==> src/rtl/phy_link_pkg.sv <==
// Shared link-state encodings and symbol constants for the PHY link controller.
package phy_link_pkg;

    typedef enum logic [1:0] {
        LINK_RESET    = 2'b00,
        LINK_TRAINING = 2'b01,
        LINK_ACTIVE   = 2'b10,
        LINK_RECOVERY = 2'b11
    } link_state_e;

    localparam logic [7:0] COM_SYMBOL_DEF = 8'hBC;

endpackage

==> src/rtl/phy_lane_sync.sv <==
// Per-lane COM-symbol synchroniser: raises active after COM_COUNT consecutive
// COMs, drops it after ERR_LIMIT consecutive invalid cycles.
module phy_lane_sync
    import phy_link_pkg::*;
#(
    parameter logic [7:0] COM_SYMBOL = COM_SYMBOL_DEF,
    parameter int         COM_COUNT  = 4,
    parameter int         ERR_LIMIT  = 3
) (
    input  logic       clk,
    input  logic       rst,
    input  logic       enable,
    input  logic [7:0] rx_byte,
    input  logic       rx_valid,
    output logic       active,
    output logic       drop
);

    localparam logic [3:0] COM_N = 4'(COM_COUNT);
    localparam logic [3:0] ERR_N = 4'(ERR_LIMIT);

    logic [3:0] com_cnt_q, com_cnt_d;
    logic [3:0] err_cnt_q, err_cnt_d;
    logic       active_q, active_d;

    always_comb begin
        com_cnt_d = com_cnt_q;
        err_cnt_d = err_cnt_q;
        active_d  = active_q;
        drop      = 1'b0;
        if (!enable) begin
            com_cnt_d = 4'd0;
            err_cnt_d = 4'd0;
            active_d  = 1'b0;
        end else if (!active_q) begin
            if (rx_valid) begin
                com_cnt_d = (rx_byte == COM_SYMBOL) ? com_cnt_q + 4'd1 : 4'd0;
            end
            active_d = (com_cnt_d == COM_N);
        end else begin
            // data content is irrelevant once synchronised; only gaps count
            err_cnt_d = rx_valid ? 4'd0 : err_cnt_q + 4'd1;
            if (err_cnt_d == ERR_N) begin
                active_d  = 1'b0;
                com_cnt_d = 4'd0;
                err_cnt_d = 4'd0;
                drop      = 1'b1;
            end
        end
    end

    always_ff @(posedge clk or posedge rst) begin
        if (rst) begin
            com_cnt_q <= 4'd0;
            err_cnt_q <= 4'd0;
            active_q  <= 1'b0;
        end else begin
            com_cnt_q <= com_cnt_d;
            err_cnt_q <= err_cnt_d;
            active_q  <= active_d;
        end
    end

    assign active = active_q;

endmodule

==> src/rtl/phy_link_ctrl.sv <==
// Two-lane link controller: lane synchronisers plus link FSM.
// Optional saturating lane-drop counter under PHY_LINK_CTRL_DROPCNT_EN.
module phy_link_ctrl
    import phy_link_pkg::*;
#(
    parameter logic [7:0] COM_SYMBOL = COM_SYMBOL_DEF,
    parameter int         COM_COUNT  = 4,
    parameter int         ERR_LIMIT  = 3
) (
    input  logic       clk_4f,
    input  logic       reset,
    input  logic       enable,
    input  logic [7:0] rx_byte_lane0,
    input  logic       rx_valid_lane0,
    input  logic [7:0] rx_byte_lane1,
    input  logic       rx_valid_lane1,
    output logic       active_lane0,
    output logic       active_lane1,
    output logic       link_up,
    output logic       tx_ready,
    output logic [1:0] link_state,
    output logic [7:0] lane_drop_count
);

    logic        drop0, drop1;
    link_state_e state_q, state_d;
    logic        link_up_q, link_up_d;

    phy_lane_sync #(
        .COM_SYMBOL(COM_SYMBOL),
        .COM_COUNT (COM_COUNT),
        .ERR_LIMIT (ERR_LIMIT)
    ) u_lane0 (
        .clk     (clk_4f),
        .rst     (reset),
        .enable  (enable),
        .rx_byte (rx_byte_lane0),
        .rx_valid(rx_valid_lane0),
        .active  (active_lane0),
        .drop    (drop0)
    );

    phy_lane_sync #(
        .COM_SYMBOL(COM_SYMBOL),
        .COM_COUNT (COM_COUNT),
        .ERR_LIMIT (ERR_LIMIT)
    ) u_lane1 (
        .clk     (clk_4f),
        .rst     (reset),
        .enable  (enable),
        .rx_byte (rx_byte_lane1),
        .rx_valid(rx_valid_lane1),
        .active  (active_lane1),
        .drop    (drop1)
    );

    always_ff @(posedge clk_4f or posedge reset) begin
        if (reset) begin
            state_q   <= LINK_RESET;
            link_up_q <= 1'b0;
        end else begin
            state_q   <= state_d;
            link_up_q <= link_up_d;
        end
    end

    always_comb begin
        state_d = state_q;
        if (!enable) begin
            state_d = LINK_RESET;
        end else begin
            unique case (state_q)
                LINK_RESET:    state_d = LINK_TRAINING;
                LINK_TRAINING: if (active_lane0 && active_lane1) state_d = LINK_ACTIVE;
                LINK_ACTIVE:   if (!(active_lane0 && active_lane1)) state_d = LINK_RECOVERY;
                LINK_RECOVERY: if (active_lane0 && active_lane1) state_d = LINK_ACTIVE;
                default:       state_d = LINK_RESET;
            endcase
        end
    end

    // link_up is registered alongside the state so it never glitches
    always_comb begin
        link_up_d = (state_d == LINK_ACTIVE);
    end

    assign link_state = state_q;
    assign link_up    = link_up_q;
    assign tx_ready   = link_up_q;

`ifdef PHY_LINK_CTRL_DROPCNT_EN
    logic [7:0] drop_cnt_q, drop_cnt_d;
    logic [8:0] drop_sum;

    always_comb begin
        drop_sum   = {1'b0, drop_cnt_q} + 9'(drop0) + 9'(drop1);
        drop_cnt_d = drop_sum[8] ? 8'hFF : drop_sum[7:0];
    end

    always_ff @(posedge clk_4f or posedge reset) begin
        if (reset) begin
            drop_cnt_q <= 8'h00;
        end else begin
            drop_cnt_q <= drop_cnt_d;
        end
    end

    assign lane_drop_count = drop_cnt_q;
`else
    logic unused_drop;
    assign unused_drop     = drop0 ^ drop1;
    assign lane_drop_count = 8'h00;
`endif

endmodule

==> config.mk <==
export PLATFORM = sky130hd
export DESIGN_NAME = phy_link_ctrl
export DESIGN_NICKNAME = d
export VERILOG_FILES = /design/src/rtl/phy_link_pkg.sv /design/src/rtl/phy_lane_sync.sv /design/src/rtl/phy_link_ctrl.sv
export SDC_FILE = /design/constraint.sdc
export NUM_CORES = 1
export LEC_CHECK = 0
export ABC_AREA = 1
export BUFFER_PORTS_ARGS = -buffer_cell sky130_fd_sc_hd__buf_2
export CORE_ASPECT_RATIO = 0.7
export CORE_MARGIN = 2
export CORE_UTILIZATION = 40
export DETAILED_ROUTE_END_ITERATION = 12
export GPL_TIMING_DRIVEN = 0
export PLACE_DENSITY = 0.65
export SETUP_SLACK_MARGIN = 0.15
export SLEW_MARGIN = 20
export SYNTH_ARGS = -nofsm -noshare
export SYNTH_HDL_FRONTEND = slang
export SYNTH_SLANG_ARGS = --single-unit
export TNS_END_PERCENT = 30
==> constraint.sdc <==
create_clock -name clk_4f -period 1.3 [get_ports clk_4f]
set_input_delay 0.13 -clock clk_4f [delete_from_list [all_inputs] [get_ports clk_4f]]
set_output_delay 0.13 -clock clk_4f [all_outputs]
set_load 0.01 [all_outputs]
### Word-level counts from Yosys, hierarchy flattened

Cells that the tools add are included.

* register bits: 21
* bits of input ports: 21
* logic and storage cells: 61
* output and inout port bits: 14

* mux-type cells: 32
* reduce and logical (&&, ||, !) cells: 3
* equality and inequality tests: 14
* add/sub/neg operators: 4

Operators by type and width (number)
* 2-to-1 mux 4 bit: 22
* adder 4 x 1 -> 4 bit, second input constant: 4
* equality test 8 bit, second input constant: 2
* equality test 4 x 2 -> 1 bit, second input constant: 2
* equality test 4 x 3 -> 1 bit, second input constant: 2
* equality test 2 bit, second input constant: 3
* 2-to-1 mux 1 bit: 6
* 2-to-1 mux 2 bit: 3
* != test 3 bit, second input constant: 2
* case mux 2 bit (3 select lines): 1
* != test 2 x 1 -> 1 bit, second input constant: 2
* equality test 2 x 1 -> 1 bit, second input constant: 1
* logical NOT 2 bit: 1
* OR reduction 2 bit: 1
* logical AND 1 bit: 1

### Depth between registers and ports, before layout

Gate-level depths: netlist of run 1.

* depth after elaboration: 8
* mapped depth: 9
* gate-level depth less buffers: 9

### By module

A second synthesis of run 1 with hierarchy kept.

* cells, all modules: 206
* area, all modules: 1438.9 sq um

Modules (own cells, without submodules)
* phy_lane_sync at u_lane1: area each 640.6 sq um, instances 1, cells each 95, sequential area each 225.2 sq um
* phy_lane_sync at u_lane0: area each 611.8 sq um, instances 1, cells each 88, sequential area each 225.2 sq um
* phy_link_ctrl: area each 186.4 sq um, instances 1, cells each 23, sequential area each 75.1 sq um

### Worst setup path before layout of run 1

No wires, ideal clock.

* path kind: register to register
* start: reg u_lane1.err_cnt_q[0]
* end: reg u_lane1.active_q (netlist: u_lane1.active)
* path buffers: 0
* slack: 0.020 ns
* library setup time: 0.126 ns
* period minus slack after synthesis: 1.280 ns
* required time: 1.174 ns
* cell stages (with the launch flop): 7
* data arrival time: 1.155 ns
* cell sequence: dfrtp_1 -> ha_1 -> xor2_1 -> nor2_1 -> nand2_2 -> o21ai_0 -> a21oi_2

* word-level cells in the longest chain between the ends: 6

Ends and longest elaborated chain
* from (decl): line phy_lane_sync.sv:23 `logic [3:0] err_cnt_q, err_cnt_d;`
* from (signal assigned): line phy_lane_sync.sv:59 `err_cnt_q <= err_cnt_d;`
* adder 4 x 1 -> 4 bit: line phy_lane_sync.sv:42 `err_cnt_d = rx_valid ? 4'd0 : err_cnt_q + 4'd1;`
* 2-to-1 mux 4 bit: line phy_lane_sync.sv:42
* equality test 4 x 2 -> 1 bit: line phy_lane_sync.sv:43 `if (err_cnt_d == ERR_N) begin`
* 2-to-1 mux 1 bit: line phy_lane_sync.sv:43
* 2-to-1 mux 1 bit: line phy_lane_sync.sv:35 `end else if (!active_q) begin`
* 2-to-1 mux 1 bit: line phy_lane_sync.sv:31 `if (!enable) begin`
* named net u_lane1.active_d: line phy_lane_sync.sv:24 `logic active_q, active_d;`
* to (signal assigned): line phy_lane_sync.sv:60 `active_q <= active_d;`
* to (decl): line phy_lane_sync.sv:24

The timed path passes the listed nets, and every way through them passes these cells.
A chain may end at the register's enable or synchronous reset.

### Worst setup path in the final report of run 1

* start: reg u_lane0.err_cnt_q[1]
* end: reg u_lane0.active_q (netlist: u_lane0.active)

* word-level cells in the longest chain between the ends: 6

Ends and longest elaborated chain (line)
* from (decl): phy_lane_sync.sv:23
* from (signal assigned): phy_lane_sync.sv:59
* adder 4 x 1 -> 4 bit: phy_lane_sync.sv:42
* 2-to-1 mux 4 bit: phy_lane_sync.sv:42
* equality test 4 x 2 -> 1 bit: phy_lane_sync.sv:43
* 2-to-1 mux 1 bit: phy_lane_sync.sv:43
* 2-to-1 mux 1 bit: phy_lane_sync.sv:35
* 2-to-1 mux 1 bit: phy_lane_sync.sv:31
* named net u_lane0.active_d: phy_lane_sync.sv:24
* to (signal assigned): phy_lane_sync.sv:60
* to (decl): phy_lane_sync.sv:24

The timed path passes the listed nets, and every way through them passes these cells.

==> run summary, run 1 <==
Clock Tree Buf Depth - 2
time the worst path needs with I/O delays and setup - 1310 ps
CTS tree - done
crit path DAT - 1470 ps
post-synthesis adder-cell area fraction - 3.75%
Distinct cells, synth - 24
# diodes - 0
Layout Skew - 1.62 ps
clock slew at reported path FFs - 80 ps
Area Growth Syn to Fin - 33.7%
latest clock arrival within the worst-skew pair - 260 ps
Routed WL per cell - 11.3 microns
Crit. End Element - register
Die Span Y - 52.3 microns
DRC - 0
pre-CTS WS - -54.7 ps
largest family of logic cells by synthesized area - simple AND/OR/NAND/NOR gates
Total Routing Usage GR - 17.0%
H-tree Lvls - 1
Synth area leaders - dfrtp_1 39%, nand2_1 14%, inv_1 7.6%
relative slew slack - 44.1%
Post-Synthesis Cells - 184
final hold slack - 23.8 ps
Mapped Area - 1330 sq um
mux cell area share after synthesis - 0%
max layer used - met4
initial DRC count - 95
setup ws final - -14.3 ps
outcome - finished with violations
first-pass GRT wire length - 4930 microns
nature of the critical path startpoint - register
register area share after synthesis - 39.4%
Highest Clock Rate - 0.761 GHz
XOR/XNOR Fraction of Synth Area - 3.28%
RSZ-0062 raised after global routing - true
gr ovfl total - 0
P per Cell Area - 685 nW/um^2
commonest non-fill, non-tap cell in the layout - nand2_1
Hold Path Class - input port to async pin
post-DR vias/cell - 4.70
crit-path max FO - 2
final hold vios - 0
Avg Inst Size Synth - 7.25 sq um
share of cells above drive strength 1 - 35.4%
Chip Width - 73.0 microns
#FFs+latches synth - 21
Peak VDD IR - 0.471 mV
Worst EP required - 1460 ps
die area - 3820 sq um
nets - 255
total vias in the final route - 1256
Pre-Repair DR Iteration Count - 4
Routed Antenna Nets - 0
max cap viols - 0
most frequent cells in the layout - 44 x nand2_1, 26 x buf_2, 25 x inv_1
met2 WL - 1200 microns
Initial Util - 42.1%
FP Rows - 17
Core Area - 3170 sq um
DRT met1 WL - 1610 microns
violated checks - setup timing
critical path type - register to register
Yosys top cell by area - dfrtp_1
Pins Over Slew Limit - 0
pin count of the biggest net entering global routing - 22
crit share post-route - 101%
Root Buffer - clkbuf_8
port bufs - 25
initial antenna violation count - 0
Least-Margin Pin Slew - 838 ps
Finish-stage setup viols - 5
post-synthesis compound-gate area fraction - 9.57%
Fillers - 297
Pwr Total - 1220 uW
leakage power - 0.000897 uW
simple-gate portion of the synthesized area - 30.4%
Yosys top cell area share - 39.4%
Core Util, Final - 56.3%
Total Wirelength - 3010 microns
# clock sinks - 21
CTS Buf Count - 3
Met3 Wirelength - 171 microns
# IOs - 35
Post-DP HPWL - 2190 microns
Yosys Warn Count - 0
gpl congestion - 0.780
vias in the first global route - 1067
# hold bufs at CTS - 0
==> where the power goes <==
group          leakage, uW  internal (uW)  switching, uW  total (uW)
clock network    0.0000255            214            226         440
logic             0.000584           50.3           77.0         127
registers         0.000288            654          0.792         655
total             0.000897            918            303        1220
==> logic make-up (layout without fill, tap and decap cells) <==
family                     after synthesis  after routing
AOI/OAI and AO/OA                       22             22
buffers and inverters                   38             76
xor gates and xnor gates                 5              5
DFF                                     21             21
other                                    1              8
and+or+nand+nor                         93             93
adders and majority gates                4              4
==> worst paths after layout <==
| path | from | slack [ps] | end | cells past startpoint |
|---|---|---|---|---|
| max reg2reg | u_lane0.err_cnt_q[1] | -10 | u_lane0.active | 6 |
| min | reset | 20 | link_up | 2 |
| min in group clk_4f | enable | 200 | u_lane1.active | 3 |
| max | u_lane0.err_cnt_q[1] | -10 | u_lane0.active | 6 |
| max in group asynchronous | reset | 710 | u_lane1.err_cnt_q[0] | 2 |
| min reg2reg | link_state[1] | 520 | link_state[1] | 1 |
==> through the flow <==
step                instance area, sq um  setup TNS, ps  instances
floorplan                           1390              0        191
global placement                    1560           -238        254
detailed placement                  1560           -350        254
CTS                                 1690          -32.9        264
global route                        1780           -667        267
finish                              1780          -25.3        267
==> registers in the layout, indices dropped and copies added (netlist names) <==
register and cells:
u_lane1.com_cnt_q 4, u_lane1.err_cnt_q 4, u_lane0.err_cnt_q 4, u_lane1.active 1, link_up 1, link_state 2, u_lane0.com_cnt_q 4, u_lane0.active 1
==> critical path, cell delays in order (launching register included) <==
cell and delay, ps:
dfrtp_1 430, ha_4 190, xor2_2 170, nor2_1 120, nand2_2 90, o21ai_1 170, a21oi_2 40
==> Yosys cell counts, drive strengths merged <==
cell type,count
nor2,18
buf,10
clkbuf,1
nand3b,1
a21oi,2
nor3,1
conb,1
o22ai,6
o21a,1
inv,27
dfrtp,21
ha,4
nand4,2
nand2,50
nand3,21
xor2,5
o21ai,13
==> cell type report <==
| type | count | area, sq um | area share [%] |
|---|---|---|---|
| Inverter | 27 | 101 | 5.68 |
| Clock buffer | 3 | 41.3 | 2.32 |
| Buffer | 11 | 76.3 | 4.28 |
| Tap cell | 38 | 47.5 | 2.67 |
| Multi-Input combinational cell | 132 | 787 | 44.1 |
| Sequential cell | 21 | 528 | 29.6 |
| Clock inverter | 1 | 5.00 | 0.281 |
| Timing Repair Buffer | 34 | 196 | 11.0 |
==> metal layers <==
layer	vias to the layer above	global-route usage, %
li1	658	-
met1	567	26.0
met2	27	23.4
met3	4	4.62
met4	0	3.70
met5	-	0
==> timing repair <==
item                       4_1_cts  5_1_grt
buffers inserted                 6        3
pin swaps                        3        3
gates resized for setup         10       18
setup endpoints to repair       14       17
(Power assumes the default switching activity.)
==> run 2, diff against run 1 <==
- PLACE_DENSITY: 0.65 -> unset
- PLACE_DENSITY_LB_ADDON: unset -> 0.25
- SKIP_LAST_GASP: unset -> 1
==> run summary, run 2 (same netlist as run 1, synthesis figures left out) <==
CTS Buf Count - 3 (unchanged)
critical path type - register to register
total negative slack - -58.7 ps (-33.4 ps)
Layout Skew - 5.87 ps (+4.25 ps)
Met3 Wirelength - 131 microns (-23%)
Routed Antenna Nets - 0 (unchanged)
final hold slack - -4.35 ps (-28.1 ps)
Die Span Y - 52.3 microns (unchanged)
R2R depth - 6 (unchanged)
vias in the first global route - 1110 (+4.0%)
Chip Width - 73.0 microns (unchanged)
FP Rows - 17 (unchanged)
most frequent cells in the layout - 48 x nand2_1, 27 x inv_1, 26 x buf_2
Area Growth Syn to Fin - 31.5%
initial antenna violation count - 0 (unchanged)
initial DRC count - 78 (-18%)
violated checks - hold timing, setup timing
time the worst path needs with I/O delays and setup - 1320 ps (+1.99 ps)
Pins Over Slew Limit - 0 (unchanged)
max layer used - met4
Total Routing Usage GR - 16.2% (-0.79 points)
# clock sinks - 21 (unchanged)
setup ws final - -16.2 ps (-1.99 ps)
Reg-to-Reg Start - u_lane0.err_cnt_q[0]
CTS tree - done
clock slew at reported path FFs - 80 ps (about the same)
DRC - 0 (unchanged)
Post-DP HPWL - 2040 microns (-6.8%)
post-DR vias/cell - 4.58 (-2.6%)
Highest Clock Rate - 0.760 GHz (-0.15%)
latest clock arrival within the worst-skew pair - 260 ps (about the same)
crit path DAT - 1460 ps (about the same)
Clock Tree Buf Depth - 2 (unchanged)
P per Cell Area - 687 nW/um^2 (+0.30%)
Pwr Total - 1210 uW (-1.3%)
# IOs - 35 (unchanged)
Largest stage delay, worst path - 430 ps (about the same)
H-tree Lvls - 1 (unchanged)
pin count of the biggest net entering global routing - 22 (unchanged)
Root Buffer - clkbuf_8
Pre-Repair DR Iteration Count - 4 (unchanged)
met2 WL - 1190 microns (-1.5%)
RSZ-0062 raised after global routing - true
die area - 3820 sq um (unchanged)
Hold Path Class - input port to async pin
total vias in the final route - 1219 (-2.9%)
Least-Margin Pin Slew - 772 ps (-66.1 ps)
Worst EP required - 1450 ps (about the same)
nets - 254 (-0.39%)
# diodes - 0 (unchanged)
gr ovfl total - 0 (unchanged)
commonest non-fill, non-tap cell in the layout - nand2_1
port bufs - 25 (unchanged)
placed insts - 254 (unchanged)
Initial Util - 42.1% (unchanged)
R2R Path End - u_lane0.com_cnt_q[3]
# hold bufs at CTS - 0 (unchanged)
Finish-stage setup viols - 7 (+2)
Total Wirelength - 2850 microns (-5.2%)
relative slew slack - 48.5% (+4.4 points)
crit share post-route - 101% (+0.15 points)
max cap viols - 0 (unchanged)
Peak VDD IR - 0.460 mV (-2.5%)
outcome - finished with violations
nature of the critical path startpoint - register
CP Cell Sequence - ha_4 -> xor2_2 -> nor2_1 -> nand2_1 -> nand3_4 -> o22ai_1
reg-to-reg setup timing slack - -20 ps (about the same)
crit path launch - u_lane0.err_cnt_q[0]
gpl congestion - 0.848 (+8.8%)
Finished Layout Cells - 266 (-0.37%)
leakage power - 0.000873 uW (-2.7%)
Routed WL per cell - 10.7 microns (-4.8%)
Core Area - 3170 sq um (unchanged)
Crit. End Element - register
first-pass GRT wire length - 4760 microns (-3.5%)
crit-path max FO - 6 (+4)
share of cells above drive strength 1 - 31.1% (-4.2 points)
final hold vios - 12 (+12)
Max stage delay cell, worst path - dfrtp_2
DRT met1 WL - 1520 microns (-5.5%)
run 2: changes by cell type in the layout (fill, tap and decap cells not counted), sizes merged:
cell  delta
buf      -1
run 2: area by class of cell:
class	instances	area [sq um]
inverter	27	101
sequential	21	531
buffer	11	76.3
tap	38	47.5
fill	303	1420
clock buffer	3	41.3
multi-input combinational	132	763
clock inverter	1	5.00
timing repair buffer	33	189
run 2: worst max-delay path: cells and delay by family (launching register included):
family          cells  cell delay [ps]
simple gates        3              360
compound gates      1               80
fa+ha+maj           1              170
flops               1              430
xor+xnor            1              170
run 2: per-stage QoR:
step / util (%) / hold WS (ps) / cell area, sq um / setup WS [ps]
floorplan: - / 107 / 1390 / 85.7
detailed placement: 49.3 / 329 / 1560 / -38.7
global placement: 49.3 / 313 / 1560 / -29.8
finish: 55.3 / -4.35 / 1750 / -16.2
CTS: 53.4 / 31.1 / 1690 / 3.03
global route: 55.3 / 72.4 / 1750 / -97.4
run 2: how the worst max path moves through the flow:
| stage | endpoint | slack, ps | depth (start not counted) |
|---|---|---|---|
| 6_report | u_lane0.com_cnt_q[3] | -20 | 6 |
| 5_1_grt | u_lane0.com_cnt_q[3] | -100 | 6 |
| 4_1_cts | u_lane0.com_cnt_q[3] | 3 | 6 |
| 3_5_place_dp | u_lane0.err_cnt_q[0] | -40 | 6 |
| 3_3_place_gp | u_lane0.com_cnt_q[2] | -30 | 6 |
| 2_1_floorplan | u_lane1.active | 90 | 6 |
run 2: metal layers:
metal,vias up,global-route usage (%)
met4,0,3.70
met5,-,0
met3,2,5.00
met2,21,24.5
li1,657,-
met1,539,22.7
run 2: report_power, final:
part / internal (uW) / switching [uW] / total [uW]
combinational: 49.9 / 75.7 / 126
sequential: 654 / 0.868 / 655
clock: 214 / 212 / 425
run 2: what timing repair did:
action / 4_1_cts / 5_1_grt
setup buffers: 7 / 1
pin swaps: 1 / 7
resized for setup: 6 / 12
endpoints found under the setup margin: 14 / 16
==> run 3, diff against run 2 <==
- CORE_MARGIN: 2 -> unset
- TNS_END_PERCENT: 30 -> 10
==> run summary, run 3 (same netlist as run 1, synthesis figures left out) <==
Core Area - 3170 sq um (unchanged)
Post-DP HPWL - 2070 microns (+1.3%)
critical path type - register to register
Core Util, Final - 54.8% (-0.59 points)
# clock sinks - 21 (unchanged)
switching part of the total power - 23.9% (about the same)
CTS Buf Count - 3 (unchanged)
leakage power - 0.000884 uW (+1.3%)
Die Span Y - 50.3 microns (-3.8%)
Highest Clock Rate - 0.755 GHz (-0.66%)
Pins Over Slew Limit - 0 (unchanged)
Routed Antenna Nets - 0 (unchanged)
nets - 255 (+0.39%)
share of cells above drive strength 1 - 30.6% (-0.57 points)
initial antenna violation count - 0 (unchanged)
# hold bufs at CTS - 0 (unchanged)
final hold vios - 11 (-1)
Area Growth Syn to Fin - 30.1%
gpl congestion - 0.772 (-9.0%)
Fillers - 315 (+4.0%)
final hold slack - -5.56 ps (-1.21 ps)
DRC - 3 (+3)
violated checks - DRC, hold timing, setup timing
Cell Int Power - 917 uW (about the same)
pin count of the biggest net entering global routing - 22 (unchanged)
register area - 529 sq um (-0.24%)
Routed WL per cell - 10.4 microns (-2.6%)
Hold Path Class - input port to async pin
latest clock arrival within the worst-skew pair - 260 ps (about the same)
placed insts - 254 (unchanged)
crit path DAT - 1510 ps (+50 ps)
Pwr Total - 1210 uW (about the same)
FP Rows - 17 (unchanged)
gr ovfl total - 0 (unchanged)
port bufs - 25 (unchanged)
clock slew at reported path FFs - 80 ps (about the same)
setup ws final - -25.0 ps (-8.77 ps)
time the worst path needs with I/O delays and setup - 1330 ps (+8.77 ps)
CTS tree - done
clock share of power - 35.3% (about the same)
Comb pwr share - 10.4% (about the same)
Initial Util - 42.1% (unchanged)
area occupied by multi-input gates - 742 sq um (-2.8%)
Peak VDD IR - 0.393 mV (-14%)
post-DR vias/cell - 4.75 (+3.5%)
initial DRC count - 50 (-36%)
# IOs - 35 (unchanged)
crit share post-route - 102% (+0.67 points)
Total Wirelength - 2790 microns (-2.2%)
# diodes - 0 (unchanged)
NetSw - 288 uW (-0.11%)
Finish-stage setup viols - 6 (-1)
Finished Layout Cells - 267 (+0.38%)
relative slew slack - 48.2% (-0.30 points)
Total Routing Usage GR - 16.6% (+0.37 points)
Root Buffer - clkbuf_8
dpl cell area - 1560 sq um (unchanged)
commonest non-fill, non-tap cell in the layout - nand2_1
Reg power frac - 54.4% (about the same)
Crit. End Element - register
H-tree Lvls - 1 (unchanged)
outcome - finished with violations
total vias in the final route - 1267 (+3.9%)
Clock Tree Buf Depth - 2 (unchanged)
post-route cell area - 1740 sq um (-1.1%)
Pre-Repair DR Iteration Count - 8 (+4)
Layout Skew - 10.9 ps (+5.06 ps)
die area - 3570 sq um (-6.5%)
max cap viols - 0 (unchanged)
P per Cell Area - 695 nW/um^2 (+1.0%)
Worst EP required - 1490 ps (+40 ps)
nature of the critical path startpoint - register
crit-path max FO - 6 (unchanged)
Chip Width - 71.0 microns (-2.7%)
vias in the first global route - 1044 (-5.9%)
first-pass GRT wire length - 4620 microns (-2.9%)
Least-Margin Pin Slew - 777 ps (+4.44 ps)
most frequent cells in the layout - 48 x nand2_1, 27 x inv_1, 26 x buf_2
RSZ-0062 raised after global routing - true
==> run 3: cell types whose count changed in the layout (fill, tap and decap cells not counted), sizes merged <==
cell,previous run,this run
buf,43,44
==> run 3: worst max-delay path, cell delays in order, from the launching register on <==
cell and delay (ps):
dfrtp_2 450, ha_4 170, xor2_1 190, nor2_1 80
nand2_2 100, nand3_4 120, o21ai_1 150
==> run 3: cell type report <==
type | count | share of cell area (%)
multi-input combinational | 132 | 42.8
sequential | 21 | 30.5
timing repair buffer | 34 | 11.1
inverter | 27 | 5.84
buffer | 11 | 4.40
tap | 38 | 2.74
clock buffer | 3 | 2.38
clock inverter | 1 | 0.288
==> run 3: power groups by stage <==
stage / sequential [uW] / clock [uW] / combinational (uW)
final: 655 / 425 / 125
after global routing: 655 / 475 / 141
after detailed placement: 668 / 0 / 124
after floorplan: 669 / 0 / 77.0
after CTS: 655 / 435 / 126
after global placement: 668 / 0 / 122
==> run 3: through the flow <==
step	worst slack [ps]	hold slack (ps)	setup TNS, ps
2_1_floorplan	85.7	107	0
3_3_place_gp	-52.3	317	-325
3_5_place_dp	-70.2	345	-404
4_1_cts	-16.2	60.6	-111
5_1_grt	-72.0	71.6	-816
6_report	-25.0	-5.56	-58.7
==> run 3: repair_timing <==
action	4_1_cts	5_1_grt
gates resized for setup	8	7
buffers inserted	3	6
pin swaps	3	2
setup endpoints to repair	14	17
==> run 3: layer usage <==
layer | vias up | wire length [microns] | global-route usage (%)
li1 | 660 | - | -
met1 | 582 | 1470 | 23.6
met2 | 25 | 1200 | 26.0
met3 | 0 | 115 | 4.42
met4 | 0 | 0 | 2.00
met5 | - | 0 | 0
==> run 3: final timing paths <==
check / to / cells past startpoint / start / slack, ps
max: u_lane1.err_cnt_q[1] / 6 / u_lane1.err_cnt_q[0] / -30
min reg2reg: link_state[1] / 1 / link_state[1] / 520
min: link_state[1] / 2 / reset / -6
max reg2reg: u_lane1.err_cnt_q[1] / 6 / u_lane1.err_cnt_q[0] / -30
min in group clk_4f: u_lane1.active / 3 / enable / 200
max in group asynchronous: u_lane0.err_cnt_q[0] / 2 / reset / 750
